[src/rtl/branch_predict_unit.sv]
`default_nettype none
// ============================================================================
//  Module   : branch_predict_unit
//  Purpose  : Branch resolution unit with a bimodal branch history table.
//             Fetch side looks up a 2-bit saturating counter per PC and
//             returns a registered taken/not-taken prediction. Execute side
//             evaluates the real branch condition, flags mispredictions, and
//             produces a registered redirect PC plus a one-cycle flush pulse.
//             Saturating counters record resolved branches and mispredicts.
//  Revision : 1.0 - initial release
// ----------------------------------------------------------------------------
//  Ports
//    clk_i, rst_ni          clock (rising edge), async active-low reset
//    lookup_valid_i/pc_i    fetch-side prediction request
//    pred_valid_o/taken_o   prediction, one cycle after the request
//    resolve_valid_i        execute stage presents a branch/jump
//    resolve_pc_i           PC of the resolving instruction
//    branch_op_i            BRANCH_* condition encoding
//    a_i, b_i               rs1 / rs2 operands
//    target_i               computed branch/jump target
//    pred_taken_i           prediction carried with the instruction
//    take_o                 registered actual outcome
//    mispredict_o           registered one-cycle flush pulse
//    redirect_pc_o          correct next PC, valid with mispredict_o
//    clear_stats_i          synchronous clear of statistics counters
//    branch_count_o         resolved instructions (saturating)
//    mispredict_count_o     mispredictions (saturating)
// ============================================================================
module branch_predict_unit #(
  parameter int unsigned DATA_WIDTH = 32,
  parameter int unsigned BHT_DEPTH  = 64,
  parameter int unsigned CNT_WIDTH  = 16,
  parameter logic [1:0]  BHT_INIT   = 2'b01
) (
  input  logic                  clk_i,
  input  logic                  rst_ni,
  // fetch side
  input  logic                  lookup_valid_i,
  input  logic [DATA_WIDTH-1:0] lookup_pc_i,
  output logic                  pred_valid_o,
  output logic                  pred_taken_o,
  // execute side
  input  logic                  resolve_valid_i,
  input  logic [DATA_WIDTH-1:0] resolve_pc_i,
  input  logic [2:0]            branch_op_i,
  input  logic [DATA_WIDTH-1:0] a_i,
  input  logic [DATA_WIDTH-1:0] b_i,
  input  logic [DATA_WIDTH-1:0] target_i,
  input  logic                  pred_taken_i,
  output logic                  take_o,
  output logic                  mispredict_o,
  output logic [DATA_WIDTH-1:0] redirect_pc_o,
  // statistics
  input  logic                  clear_stats_i,
  output logic [CNT_WIDTH-1:0]  branch_count_o,
  output logic [CNT_WIDTH-1:0]  mispredict_count_o
);

  // --------------------------------------------------------------------------
  // Branch condition encodings (shared with the core's branch unit; the
  // conditional ones follow RISC-V funct3).
  // --------------------------------------------------------------------------
  localparam logic [2:0] BRANCH_BEQ      = 3'b000;
  localparam logic [2:0] BRANCH_BNE      = 3'b001;
  localparam logic [2:0] BRANCH_JAL_JALR = 3'b010;
  localparam logic [2:0] BRANCH_BLT      = 3'b100;
  localparam logic [2:0] BRANCH_BGE      = 3'b101;
  localparam logic [2:0] BRANCH_BLTU     = 3'b110;
  localparam logic [2:0] BRANCH_BGEU     = 3'b111;

  localparam int unsigned IDX_W = (BHT_DEPTH > 1) ? $clog2(BHT_DEPTH) : 1;

  localparam logic [CNT_WIDTH-1:0]  CNT_MAX = {CNT_WIDTH{1'b1}};
  localparam logic [DATA_WIDTH-1:0] PC_STEP = DATA_WIDTH'(4);

  // --------------------------------------------------------------------------
  // Table indexing: word-aligned PCs, so bits [1:0] never select an entry.
  // --------------------------------------------------------------------------
  logic [IDX_W-1:0] lookup_idx;
  logic [IDX_W-1:0] resolve_idx;

  assign lookup_idx  = lookup_pc_i[IDX_W+1:2];
  assign resolve_idx = resolve_pc_i[IDX_W+1:2];

  // PC bits outside the index window are intentionally ignored on lookup.
  logic unused_lookup_pc;
  assign unused_lookup_pc = ^{lookup_pc_i[1:0], lookup_pc_i[DATA_WIDTH-1:IDX_W+2]};

  // --------------------------------------------------------------------------
  // Branch history table storage
  // --------------------------------------------------------------------------
  logic [1:0] bht_q [BHT_DEPTH];
  logic       bht_we;
  logic [1:0] bht_upd_d;

  // --------------------------------------------------------------------------
  // Branch condition evaluation
  // --------------------------------------------------------------------------
  logic cond_eq;
  logic cond_lt_s;
  logic cond_lt_u;
  logic actual_taken;
  logic is_conditional;

  assign cond_eq   = (a_i == b_i);
  assign cond_lt_s = ($signed(a_i) < $signed(b_i));
  assign cond_lt_u = (a_i < b_i);

  always_comb begin
    actual_taken   = 1'b0;
    is_conditional = 1'b0;
    unique case (branch_op_i)
      BRANCH_BEQ: begin
        actual_taken   = cond_eq;
        is_conditional = 1'b1;
      end
      BRANCH_BNE: begin
        actual_taken   = ~cond_eq;
        is_conditional = 1'b1;
      end
      BRANCH_BLT: begin
        actual_taken   = cond_lt_s;
        is_conditional = 1'b1;
      end
      BRANCH_BGE: begin
        actual_taken   = ~cond_lt_s;
        is_conditional = 1'b1;
      end
      BRANCH_BLTU: begin
        actual_taken   = cond_lt_u;
        is_conditional = 1'b1;
      end
      BRANCH_BGEU: begin
        actual_taken   = ~cond_lt_u;
        is_conditional = 1'b1;
      end
      // Unconditional jumps are always taken but are not trained into the
      // table: their direction is known, so they would only pollute entries.
      BRANCH_JAL_JALR: begin
        actual_taken   = 1'b1;
        is_conditional = 1'b0;
      end
      default: begin
        actual_taken   = 1'b0;
        is_conditional = 1'b0;
      end
    endcase
  end

  // --------------------------------------------------------------------------
  // Counter training: saturating increment on taken, decrement on not taken.
  // --------------------------------------------------------------------------
  logic [1:0] bht_cur;

  assign bht_cur = bht_q[resolve_idx];

  always_comb begin
    bht_we    = resolve_valid_i & is_conditional;
    bht_upd_d = bht_cur;
    if (actual_taken) begin
      if (bht_cur != 2'b11) begin
        bht_upd_d = bht_cur + 2'b01;
      end
    end else begin
      if (bht_cur != 2'b00) begin
        bht_upd_d = bht_cur - 2'b01;
      end
    end
  end

  // One register per entry; the lookup path reads the registered value, so a
  // same-cycle lookup of an entry being trained sees the pre-update state.
  for (genvar gi = 0; gi < BHT_DEPTH; gi++) begin : g_bht
    always_ff @(posedge clk_i or negedge rst_ni) begin
      if (!rst_ni) begin
        bht_q[gi] <= BHT_INIT;
      end else if (bht_we && (resolve_idx == IDX_W'(gi))) begin
        bht_q[gi] <= bht_upd_d;
      end
    end
  end

  // --------------------------------------------------------------------------
  // Fetch-side prediction
  // --------------------------------------------------------------------------
  logic pred_valid_q, pred_valid_d;
  logic pred_taken_q, pred_taken_d;

  always_comb begin
    pred_valid_d = lookup_valid_i;
    pred_taken_d = lookup_valid_i & bht_q[lookup_idx][1];
  end

  always_ff @(posedge clk_i or negedge rst_ni) begin
    if (!rst_ni) begin
      pred_valid_q <= 1'b0;
      pred_taken_q <= 1'b0;
    end else begin
      pred_valid_q <= pred_valid_d;
      pred_taken_q <= pred_taken_d;
    end
  end

  // --------------------------------------------------------------------------
  // Execute-side resolution and redirect
  // --------------------------------------------------------------------------
  logic                  take_q, take_d;
  logic                  mispredict_q, mispredict_d;
  logic [DATA_WIDTH-1:0] redirect_pc_q, redirect_pc_d;
  logic                  mispredict_now;

  assign mispredict_now = resolve_valid_i & (actual_taken != pred_taken_i);

  always_comb begin
    take_d        = resolve_valid_i & actual_taken;
    mispredict_d  = mispredict_now;
    redirect_pc_d = redirect_pc_q;
    if (resolve_valid_i) begin
      // Fall-through wraps naturally at the top of the address space.
      redirect_pc_d = actual_taken ? target_i : (resolve_pc_i + PC_STEP);
    end
  end

  always_ff @(posedge clk_i or negedge rst_ni) begin
    if (!rst_ni) begin
      take_q        <= 1'b0;
      mispredict_q  <= 1'b0;
      redirect_pc_q <= '0;
    end else begin
      take_q        <= take_d;
      mispredict_q  <= mispredict_d;
      redirect_pc_q <= redirect_pc_d;
    end
  end

  // --------------------------------------------------------------------------
  // Statistics counters: saturate at all-ones, clear wins over increment.
  // --------------------------------------------------------------------------
  logic [CNT_WIDTH-1:0] branch_cnt_q, branch_cnt_d;
  logic [CNT_WIDTH-1:0] mispred_cnt_q, mispred_cnt_d;

  always_comb begin
    branch_cnt_d  = branch_cnt_q;
    mispred_cnt_d = mispred_cnt_q;
    if (clear_stats_i) begin
      branch_cnt_d  = '0;
      mispred_cnt_d = '0;
    end else begin
      if (resolve_valid_i && (branch_cnt_q != CNT_MAX)) begin
        branch_cnt_d = branch_cnt_q + CNT_WIDTH'(1);
      end
      if (mispredict_now && (mispred_cnt_q != CNT_MAX)) begin
        mispred_cnt_d = mispred_cnt_q + CNT_WIDTH'(1);
      end
    end
  end

  always_ff @(posedge clk_i or negedge rst_ni) begin
    if (!rst_ni) begin
      branch_cnt_q  <= '0;
      mispred_cnt_q <= '0;
    end else begin
      branch_cnt_q  <= branch_cnt_d;
      mispred_cnt_q <= mispred_cnt_d;
    end
  end

  // --------------------------------------------------------------------------
  // Outputs
  // --------------------------------------------------------------------------
  assign pred_valid_o       = pred_valid_q;
  assign pred_taken_o       = pred_taken_q;
  assign take_o             = take_q;
  assign mispredict_o       = mispredict_q;
  assign redirect_pc_o      = redirect_pc_q;
  assign branch_count_o     = branch_cnt_q;
  assign mispredict_count_o = mispred_cnt_q;

endmodule
`default_nettype wire

[config.mk]
export PLATFORM = sky130hd
export DESIGN_NAME = branch_predict_unit
export DESIGN_NICKNAME = d
export VERILOG_FILES = /design/src/rtl/branch_predict_unit.sv
export SDC_FILE = /design/constraint.sdc
export NUM_CORES = 1
export LEC_CHECK = 0
export ABC_AREA = 1
export CAP_MARGIN = 20
export CELL_PAD_IN_SITES_DETAIL_PLACEMENT = 1
export CELL_PAD_IN_SITES_GLOBAL_PLACEMENT = 2
export CORE_MARGIN = 2
export CORE_UTILIZATION = 31
export DETAILED_ROUTE_END_ITERATION = 8
export GPL_ROUTABILITY_DRIVEN = 0
export HOLD_SLACK_MARGIN = 0.06
export PLACE_DENSITY_LB_ADDON = 0.1
export SYNTH_ARGS = -nofsm -noshare
export SYNTH_HDL_FRONTEND = slang
export SYNTH_SLANG_ARGS = --single-unit
[constraint.sdc]
create_clock -name clk_i -period 3.9 [get_ports clk_i]
set_input_delay 0.78 -clock clk_i [delete_from_list [all_inputs] [get_ports clk_i]]
set_output_delay 0.78 -clock clk_i [all_outputs]
set_load 0.1 [all_outputs]
# == Word level (Yosys, flattened, before mapping) ==
# Index checks and enable logic that the tools add are counted.
# totals
elab_cells,251
out_inout_bits,68
input_bits,169
ff_bits,196
# classes
order_cmp,4
addsub,5
muxes,16
eq_ne,74
n_bitwise,9
n_reduce_logical,72
# op_table
op,count
6-bit equality test (second input constant),32
6-bit by 5-bit equality test with 1-bit output (second input constant),16
1-bit logical AND,66
32-bit < comparator,2
16-bit 2-to-1 mux,4
6-bit by 4-bit equality test with 1-bit output (second input constant),8
16-bit by 1-bit adder with 16-bit output (second input constant),2
32-bit by 3-bit adder with 32-bit output (second input constant),1
32-bit equality test,1
32-bit 2-to-1 mux,1
16-bit != test (second input constant),2
2-bit binary-select mux with 6-bit select,2
6-bit by 3-bit equality test with 1-bit output (second input constant),4
7-bit >= comparator (second input constant),2
2-bit 2-to-1 mux,7
6-bit inverter with 7-bit output,2
3-bit equality test (second input constant),4
6-bit by 2-bit equality test with 1-bit output (second input constant),2
1-bit case mux with 7 select lines,1
6-bit by 1-bit equality test with 1-bit output (second input constant),1
6-bit logical NOT,1
2-bit nonzero test,3
6-bit OR reduction,1
1-bit AND,4
9 further kinds,11

# == Longest topological paths before layout ==
# Gate-level depths: netlist of run 1.
# logic_depth
word_depth,8
mapped_depth,22
ltp_nobuf,21

# == Least setup slack after synthesis of run 1 ==
# OpenSTA, ideal clock, no wires.
# synth_timing
path_type,register -> register
from,"register mispred_cnt_q[1], in the netlist mispredict_count_o[1]"
to,"register mispred_cnt_q[12], in the netlist mispredict_count_o[12]"
stages_incl_launch_ff,14
period_less_slack_ps,3132
slack_ps,768
arrival_ps,3063
setup_time_ps,68
path_cell_list,dfrtp_1 > ha_1 > nand3_1 > nor3_2 > and3_1 > nand3_1 > nor2_1 > nand2_1 > nor3_2 > nand2_1 > nand4_2 > buf_4 > nand3_1 > nand2_1
# synth_between
elab_chain_cells,3
# synth_rtl
item,line_no,text
"start, declared",240,"logic [CNT_WIDTH-1:0] mispred_cnt_q, mispred_cnt_d;"
"start signal, assigned",264,mispred_cnt_q <= mispred_cnt_d;
16-bit by 1-bit adder with 16-bit output or 16-bit != test (tied branches),"253, 252",
16-bit 2-to-1 mux or 1-bit logical AND (tied branches),252,if (mispredict_now && (mispred_cnt_q != CNT_MAX)) begin
16-bit 2-to-1 mux or 2-bit nonzero test (tied branches),-,
# Parallel ways exist; a longest one is shown, timed or not. The select of a mux whose other input is x is not followed.
# A chain may end at the register's enable or synchronous reset.

# == Final worst setup path of run 1 ==
# layout_timing
from,input port b_i[27]
to,"register redirect_pc_q[5], in the netlist redirect_pc_o[5]"
# layout_between
elab_chain_cells,4
# layout_rtl
item,line_no,text
"start, declared",47,"input logic [DATA_WIDTH-1:0] b_i,"
"32-bit < comparator, or another cell as far along",107,assign cond_lt_u = (a_i < b_i);
"1-bit inverter, on equally long branches","134, 118, 126",
1-bit case mux with 7 select lines (*),112,unique case (branch_op_i)
32-bit 2-to-1 mux (*),220,redirect_pc_d = actual_taken ? target_i : (resolve_pc_i + PC_STEP);
"end signal, assigned",232,redirect_pc_q <= redirect_pc_d;
"end, declared",209,"logic [DATA_WIDTH-1:0] redirect_pc_q, redirect_pc_d;"
# Mark *: on every way between the ends. The rest lies on a longest branch, timed or not.

==> results of run 1 <==
-- worst min path at each step --
stage                                startpoint                            end  slack, ns  cells past startpoint
final                                    rst_ni  branch_count_o[8]$_DFFE_PN0P_       0.39                      1
after global routing                     rst_ni  branch_count_o[8]$_DFFE_PN0P_       0.41                      1
after CTS                                rst_ni  branch_count_o[8]$_DFFE_PN0P_       0.41                      1
after detailed placement  bht_q[22]$_DFFE_PN1P_          bht_q[22]$_DFFE_PN1P_       0.46                      2
after global placement    bht_q[30]$_DFFE_PN1P_          bht_q[30]$_DFFE_PN1P_       0.45                      2
after floorplan           bht_q[14]$_DFFE_PN1P_          bht_q[14]$_DFFE_PN1P_       0.45                      2
-- power groups by stage --
stage / combinational, mW / sequential (mW) / clock, mW
final: 1.81 / 2.54 / 1.75
after global routing: 1.97 / 2.58 / 1.88
after CTS: 1.83 / 2.54 / 1.82
after detailed placement: 1.82 / 2.58 / 0
after global placement: 1.79 / 2.57 / 0
after floorplan: 0.701 / 2.97 / 0
-- metal layers --
metal  up-vias  global-route usage (%)
met5         -                       0
met1      5874                    31.5
met3        22                    3.54
met4         2                    3.73
li1       5861                       -
met2       225                    38.1
-- cells by family after synthesis --
group	count (synthesis)	synth area share (%)
AOI/OAI and AO/OA	400	17.8
xor gates and xnor gates	38	2.78
adders and majority gates	38	3.96
buffers and inverters	255	8.48
DFF	196	41.6
and+or+nand+nor	744	25.4
-- worst register-to-register path, stage by stage (launching register included) --
cell and delay, ns:
dfrtp_1 0.40, ha_1 0.23, nand2_1 0.08, inv_1 0.05, nand2_1 0.13, inv_1 0.06, nand4_1 0.11, nand2_1 0.13
inv_1 0.21, nand3_1 0.17, nor2_1 0.17, nand2_1 0.13, nor2_1 0.19, nand2_1 0.09, nor2_1 0.17, nand2_1 0.09
o21ai_0 0.15, a21oi_1 0.05
-- area by class of cell --
cell class | count | share of cell area, %
multi-input cells | 1220 | 38.8
flip-flops and latches | 196 | 32.3
repair buffers | 250 | 16.6
inverters | 186 | 4.53
well taps | 518 | 4.20
clock buffers | 23 | 3.03
clock inverters | 9 | 0.527
diodes | 1 | 0.0162
-- synthesized netlist by cell type, types with 2 or more instances --
master | count | area share [%]
nand2_1 | 368 | 12
nor2_1 | 250 | 7.8
inv_1 | 178 | 5.6
o21ai_0 | 175 | 7.3
a21oi_1 | 155 | 6.5
dfrtp_1 | 132 | 28
dfstp_2 | 64 | 14
nand3_1 | 52 | 2.2
ha_1 | 38 | 4.0
clkbuf_1 | 35 | 1.1
nand4_1 | 27 | 1.4
buf_2 | 24 | 1.0
xor2_1 | 24 | 1.8
nor3_1 | 23 | 0.96
o211ai_1 | 22 | 1.4
o21ai_1 | 16 | 0.67
xnor2_1 | 14 | 1.0
o22ai_1 | 12 | 0.63
buf_4 | 8 | 0.50
nor4_1 | 8 | 0.42
nor3_2 | 5 | 0.42
clkinv_1 | 4 | 0.13
inv_2 | 4 | 0.13
a22oi_1 | 3 | 0.19
a31oi_1 | 3 | 0.16
o21a_1 | 3 | 0.19
a211oi_1 | 2 | 0.13
a21o_1 | 2 | 0.13
a221oi_1 | 2 | 0.15
a41oi_1 | 2 | 0.15
buf_1 | 2 | 0.063
nand2_2 | 2 | 0.10
nor2_2 | 2 | 0.10
-- per-stage QoR --
stage / power [mW] / hold WS, ns / instance area [um^2]
2_1_floorplan: 3.68 / 0.446 / 12000
3_3_place_gp: 4.36 / 0.454 / 14800
3_5_place_dp: 4.40 / 0.460 / 14800
4_1_cts: 6.19 / 0.410 / 15400
5_1_grt: 6.44 / 0.414 / 15400
6_report: 6.10 / 0.394 / 15400
-- sequential cells by signal, summed over array words and instances, names as in the netlist --
signal	flops
branch_count_o	16
pred_taken_o	1
take_o	1
redirect_pc_o	32
bht_q	128
mispredict_count_o	16
pred_valid_o	1
mispredict_o	1
==> run metrics, run 1 <==
clk root buf=clkbuf_16; clock share of power=28.8%; flop-to-flop setup slack=1.17 ns; # setup viols final=0; Slowest cell on crit path=clkdlybuf4s50_1; kind of critical path=input pin to flop; drt total wl=45100 um; cell area power density=396 nW/um^2; worst hold-check path type=input pin to asynchronous set/reset pin; Sequential Area=4980 um^2; hpwl dp=32800 um; DRC=0; VDD IR max=0.336 mV; Leak=6.81 nW; Fin. Hold Viols=0; Fill cells=4824; most frequent cells in the layout=368 x nand2_1, 250 x nor2_1, 208 x clkdlybuf4s50_1, 178 x inv_1, 175 x o21ai_0; DR WL/cell=18.8 um; GRT Total Usage=22.7%; vias in the first global route=12300; Setup WS pre-CTS=-0.00673 ns; fraction of registers with async set or reset after synthesis=100%; smallest setup slack after layout=0.534 ns; Top Layer Used=met5; M1 WL=21700 um; Non-Filler Instances=2403; Rows=72; Sw Ratio=36.6%; CP Max Fanout=25; Max Freq=297 MHz; clock sinks=196; Worst-path clk slew=0.07 ns; DR pass1 iterations=5; die span in y=201 um; placed insts=2369; Avg Cell Area, Syn=7.18 um^2; synthesis-to-finish area growth=28.6%; setup_tns=0 ns; Most common cell on crit path=nand2_1; met3 WL=1790 um; pin slew with the least headroom to its limit=1.06 ns; worst path required time=4.27 ns; slew margin rel.=29.4%; reg2reg start=branch_count_o[0]$_DFFE_PN0P_; I/O pin count=237; commonest non-fill, non-tap cell in the layout=nand2_1; hold buffer count at cts=0; Post-Syn Nets=1878; Syn Std Cell Area=12000 um^2; internal power=3.87 mW; Core Region=38400 um^2; sequential area share after synthesis=41.6%; crit path launch=b_i[27]; clock buffer count from CTS=17; vias=12000; Post-Syn Instances=1671; Primary FF master, synth=dfrtp_1; last element of the critical path=redirect_pc_o[5]$_DFFE_PN0P_; share of post-route cells with drive strength above 1=8.01%; largest net degree at the start of global routing=83; sw power=2.24 mW; RSZ-0062 raised after global routing=false; antenna-violating nets left=0; CTS Buffer Depth=2; die width=201 um; clk_skew=0.0157 ns; yosys warns=0; Die Area=40300 um^2; r2r endpoint=branch_count_o[13]$_DFFE_PN0P_; initial antenna violation count=2; Post-layout nets=2078; Post-synth EDFFs=0; CTS tree=done; maxcap violations=0; Worst path depth=16; Critical Path End Type=flop; Multi-input gate area=5990 um^2; worst skew pair latency=0.46 ns; PortBufs=210; CTS resizes=0; CP peak stage delay=0.46 ns; CTS H-Tree Depth=4; crit path time final=3.37 ns; metal2 WL=21300 um; Initial Util=31.2%; Via density=4.99; Yosys cell types=43; first-pass GRT wire length=71800 um; GRT overflow=0; CP top delay family=simple AND/OR/NAND/NOR gates; Setup crit start kind=input pin; fin. max-slew vios=0; final core occ=40.2%; Yosys reg bits=196; Iteration-0 DRC Markers=632; post-CTS setup buffers=0; combinational power share=29.6%; Reg power frac=41.6%; CP Cell Sequence=clkdlybuf4s50_1, inv_1, ha_1, a21oi_1, o21ai_0, nand2_1, nand2_1, a21oi_1, nand2_1, nand2_1, nand3_1, nand3_1, nand2_1, inv_2, nand2_1, o211ai_1; worst path arrival time=3.73 ns; outcome=completed; WP buf/inv=3; crit share post-route=86.3%; reg2reg path depth=17
No activity file was read; power rests on OpenSTA's default activity.
==> inputs of run 2 (changes only) <==
GPL_TIMING_DRIVEN = 0   (was default)
==> run 2 against run 1 <==
  * Utilization shrank 0.22 points
  * Clock-buffer cell count shrank 4
  * Clock power grew 2%
  * Maximum frequency shrank 8.9%
  * Die area is the same
  * Critical endpoint is now bht_q[6]$_DFFE_PN1P_
  * Critical path depth shrank 3
  * Via count grew 3.1%
  * Combinational power is essentially flat
  * Wire length grew 12%
  * First-iteration DRC count grew 3.5%
  * Non-clock buffer count grew 27
  * Register-to-register slack lost 0.05 ns
==> run metrics, run 2 (synthesis gave the netlist of run 1 again) <==
# setup viols final=0 (unchanged); Initial Util=31.2% (unchanged); Fin. Hold Viols=0 (unchanged); clock sinks=196 (unchanged); worst path required time=4.30 ns (+0.03 ns); I/O pin count=237 (unchanged); die width=201 um (unchanged); commonest non-fill, non-tap cell in the layout=nand2_1; Fill cells=4848 (+0.50%); CTS Buffer Depth=2 (unchanged); vias in the first global route=13000 (+6.3%); Rows=72 (unchanged); worst skew pair latency=0.47 ns (about the same); vias=12400 (+3.1%); Setup crit start kind=input pin; Worst-path clk slew=0.08 ns (about the same); clk_skew=0.0186 ns (+0.00293 ns); hpwl dp=37600 um (+15%); CTS tree=done; Power, Total=6.18 mW (+1.2%); placed insts=2397 (+1.2%); GRT overflow=0 (unchanged); DR WL/cell=20.8 um (+11%); clock buffer count from CTS=17 (unchanged); fin. max-slew vios=0 (unchanged); GRT Total Usage=25.8% (+3.0 points); synthesis-to-finish area growth=28.0%; RSZ-0062 raised after global routing=true; max reg flops=128 (unchanged); worst hold-check path type=input pin to asynchronous set/reset pin; most frequent cells in the layout=368 x nand2_1, 248 x nor2_1, 206 x clkdlybuf4s50_1, 177 x inv_1, 175 x o21ai_0; DRC=0 (unchanged); VDD IR max=0.341 mV (+1.7%); crit path time final=3.70 ns (+0.329 ns); Via density=5.09 (+2.0%); largest net degree at the start of global routing=111 (+34%); Max Freq=271 MHz (-8.9%); slew margin rel.=28.3% (-1.1 points); Core Region=38400 um^2 (unchanged); pin slew with the least headroom to its limit=1.07 ns (+0.0163 ns); Critical Path End Type=flop; outcome=completed; DR pass1 iterations=5 (unchanged); cell area power density=403 nW/um^2 (+1.8%); final core occ=40.0% (-0.22 points); worst path arrival time=4.10 ns (+0.37 ns); crit share post-route=94.8% (+8.4 points); post-CTS setup buffers=0 (unchanged); die span in y=201 um (unchanged); CP Cell Sequence=clkdlybuf4s50_1, nor2_1, inv_1, a21oi_1, nor3_1, nor2_1, nor2_1, nand2_1, inv_2, o21ai_4, buf_4, nand2_1, nand2_1; Post-layout nets=2105 (+1.3%); Non-Filler Instances=2429 (+1.1%); Iteration-0 DRC Markers=654 (+3.5%); Largest Register=bht_q; maxcap violations=0 (unchanged); initial antenna violation count=0 (-2); kind of critical path=input pin to flop; share of post-route cells with drive strength above 1=7.90% (-0.11 points); CP peak stage delay=0.82 ns (+0.36 ns); CTS H-Tree Depth=4 (unchanged); CP Max Fanout=10 (-60%); Slowest cell on crit path=nor2_1; Die Area=40300 um^2 (unchanged); drt total wl=50600 um (+12%); Leak=6.74 nW (-1.0%); clk root buf=clkbuf_16; PortBufs=207 (-1.4%); Ant. Diodes=0 (-1); antenna-violating nets left=0 (unchanged); first-pass GRT wire length=79300 um (+10%)
==> run 2: changes by cell type in the layout (fill, tap and decap cells not counted), moves of 7 or more <==
cell,previous run,this run
clkbuf_1,4,34
buf_4,28,8
buf_2,1,17
buf_12,10,0
clkbuf_4,0,7
==> run 2: stage by stage <==
stage	cell area [um^2]	hold WS [ns]	setup slack, ns	TNS (ns)
global placement	14700	0.455	-6.97	-1223.09
detailed placement	14700	0.463	-0.470	-53.00
finish	15300	0.325	0.204	0
CTS	15300	0.361	0.123	0
floorplan	12000	0.446	0.768	0
global route	15300	0.382	-0.00653	-0.00653
==> run 2: metal layers <==
layer | vias to the layer above | wire length [um] | global-route usage [%] | part of all wire [%]
met3 | 44 | 2250 | 4.07 | 4.4
met1 | 6109 | 23500 | 34.9 | 46
met2 | 286 | 23900 | 42.7 | 47
met5 | - | 0 | 0 | 0
li1 | 5916 | - | - | -
met4 | 0 | 1040 | 7.30 | 2.1
==> run 2: critical path: cells and delay by family <==
kind	cells	cell delay (ns)
AND/OR/NAND/NOR	7	1.36
AO/OA/AOI/OAI	2	0.71
buffers and inverters	4	1.24
==> run 2: final cells by class <==
class / instances / area [um^2] / area share [%]
Multi-Input combinational cell: 1220 / 6000 / 39.1
Clock buffer: 19 / 443 / 2.89
Tap cell: 518 / 648 / 4.22
Sequential cell: 196 / 4980 / 32.5
Inverter: 186 / 698 / 4.55
Buffer: 69 / 339 / 2.21
Timing Repair Buffer: 208 / 2100 / 13.7
Clock inverter: 13 / 126 / 0.824
==> run 2: what timing repair did <==
item / CTS / global route
pin swaps: 0 / 0
cloned: 0 / 0
setup endpoints to repair: 1 / 129
hold buffers: 0 / 0
endpoints found under the hold margin: 0 / 0
gates resized for setup: 1 / 13
==> run 2: path summary, 6_finish.rpt <==
| path | from | to | slack (ns) | cells past startpoint |
|---|---|---|---|---|
| max | resolve_pc_i[4] | bht_q[6]$_DFFE_PN1P_ | 0.20 | 13 |
| min | rst_ni | branch_count_o[9]$_DFFE_PN0P_ | 0.32 | 1 |
| max reg2reg | mispredict_count_o[1]$_DFFE_PN0P_ | mispredict_count_o[11]$_DFFE_PN0P_ | 1.12 | 13 |
| min reg2reg | bht_q[22]$_DFFE_PN1P_ | bht_q[22]$_DFFE_PN1P_ | 0.47 | 2 |
| max in group asynchronous | rst_ni | bht_q[105]$_DFFE_PN0P_ | 2.48 | 2 |
| min in group clk_i | bht_q[22]$_DFFE_PN1P_ | bht_q[22]$_DFFE_PN1P_ | 0.47 | 2 |
==> run 2: power breakdown <==
| part | switching, mW | total (mW) | internal (mW) |
|---|---|---|---|
| clock network | 0.887 | 1.79 | 0.906 |
| registers | 0.192 | 2.56 | 2.37 |
| logic | 1.26 | 1.82 | 0.560 |
| total | 2.34 | 6.18 | 3.84 |
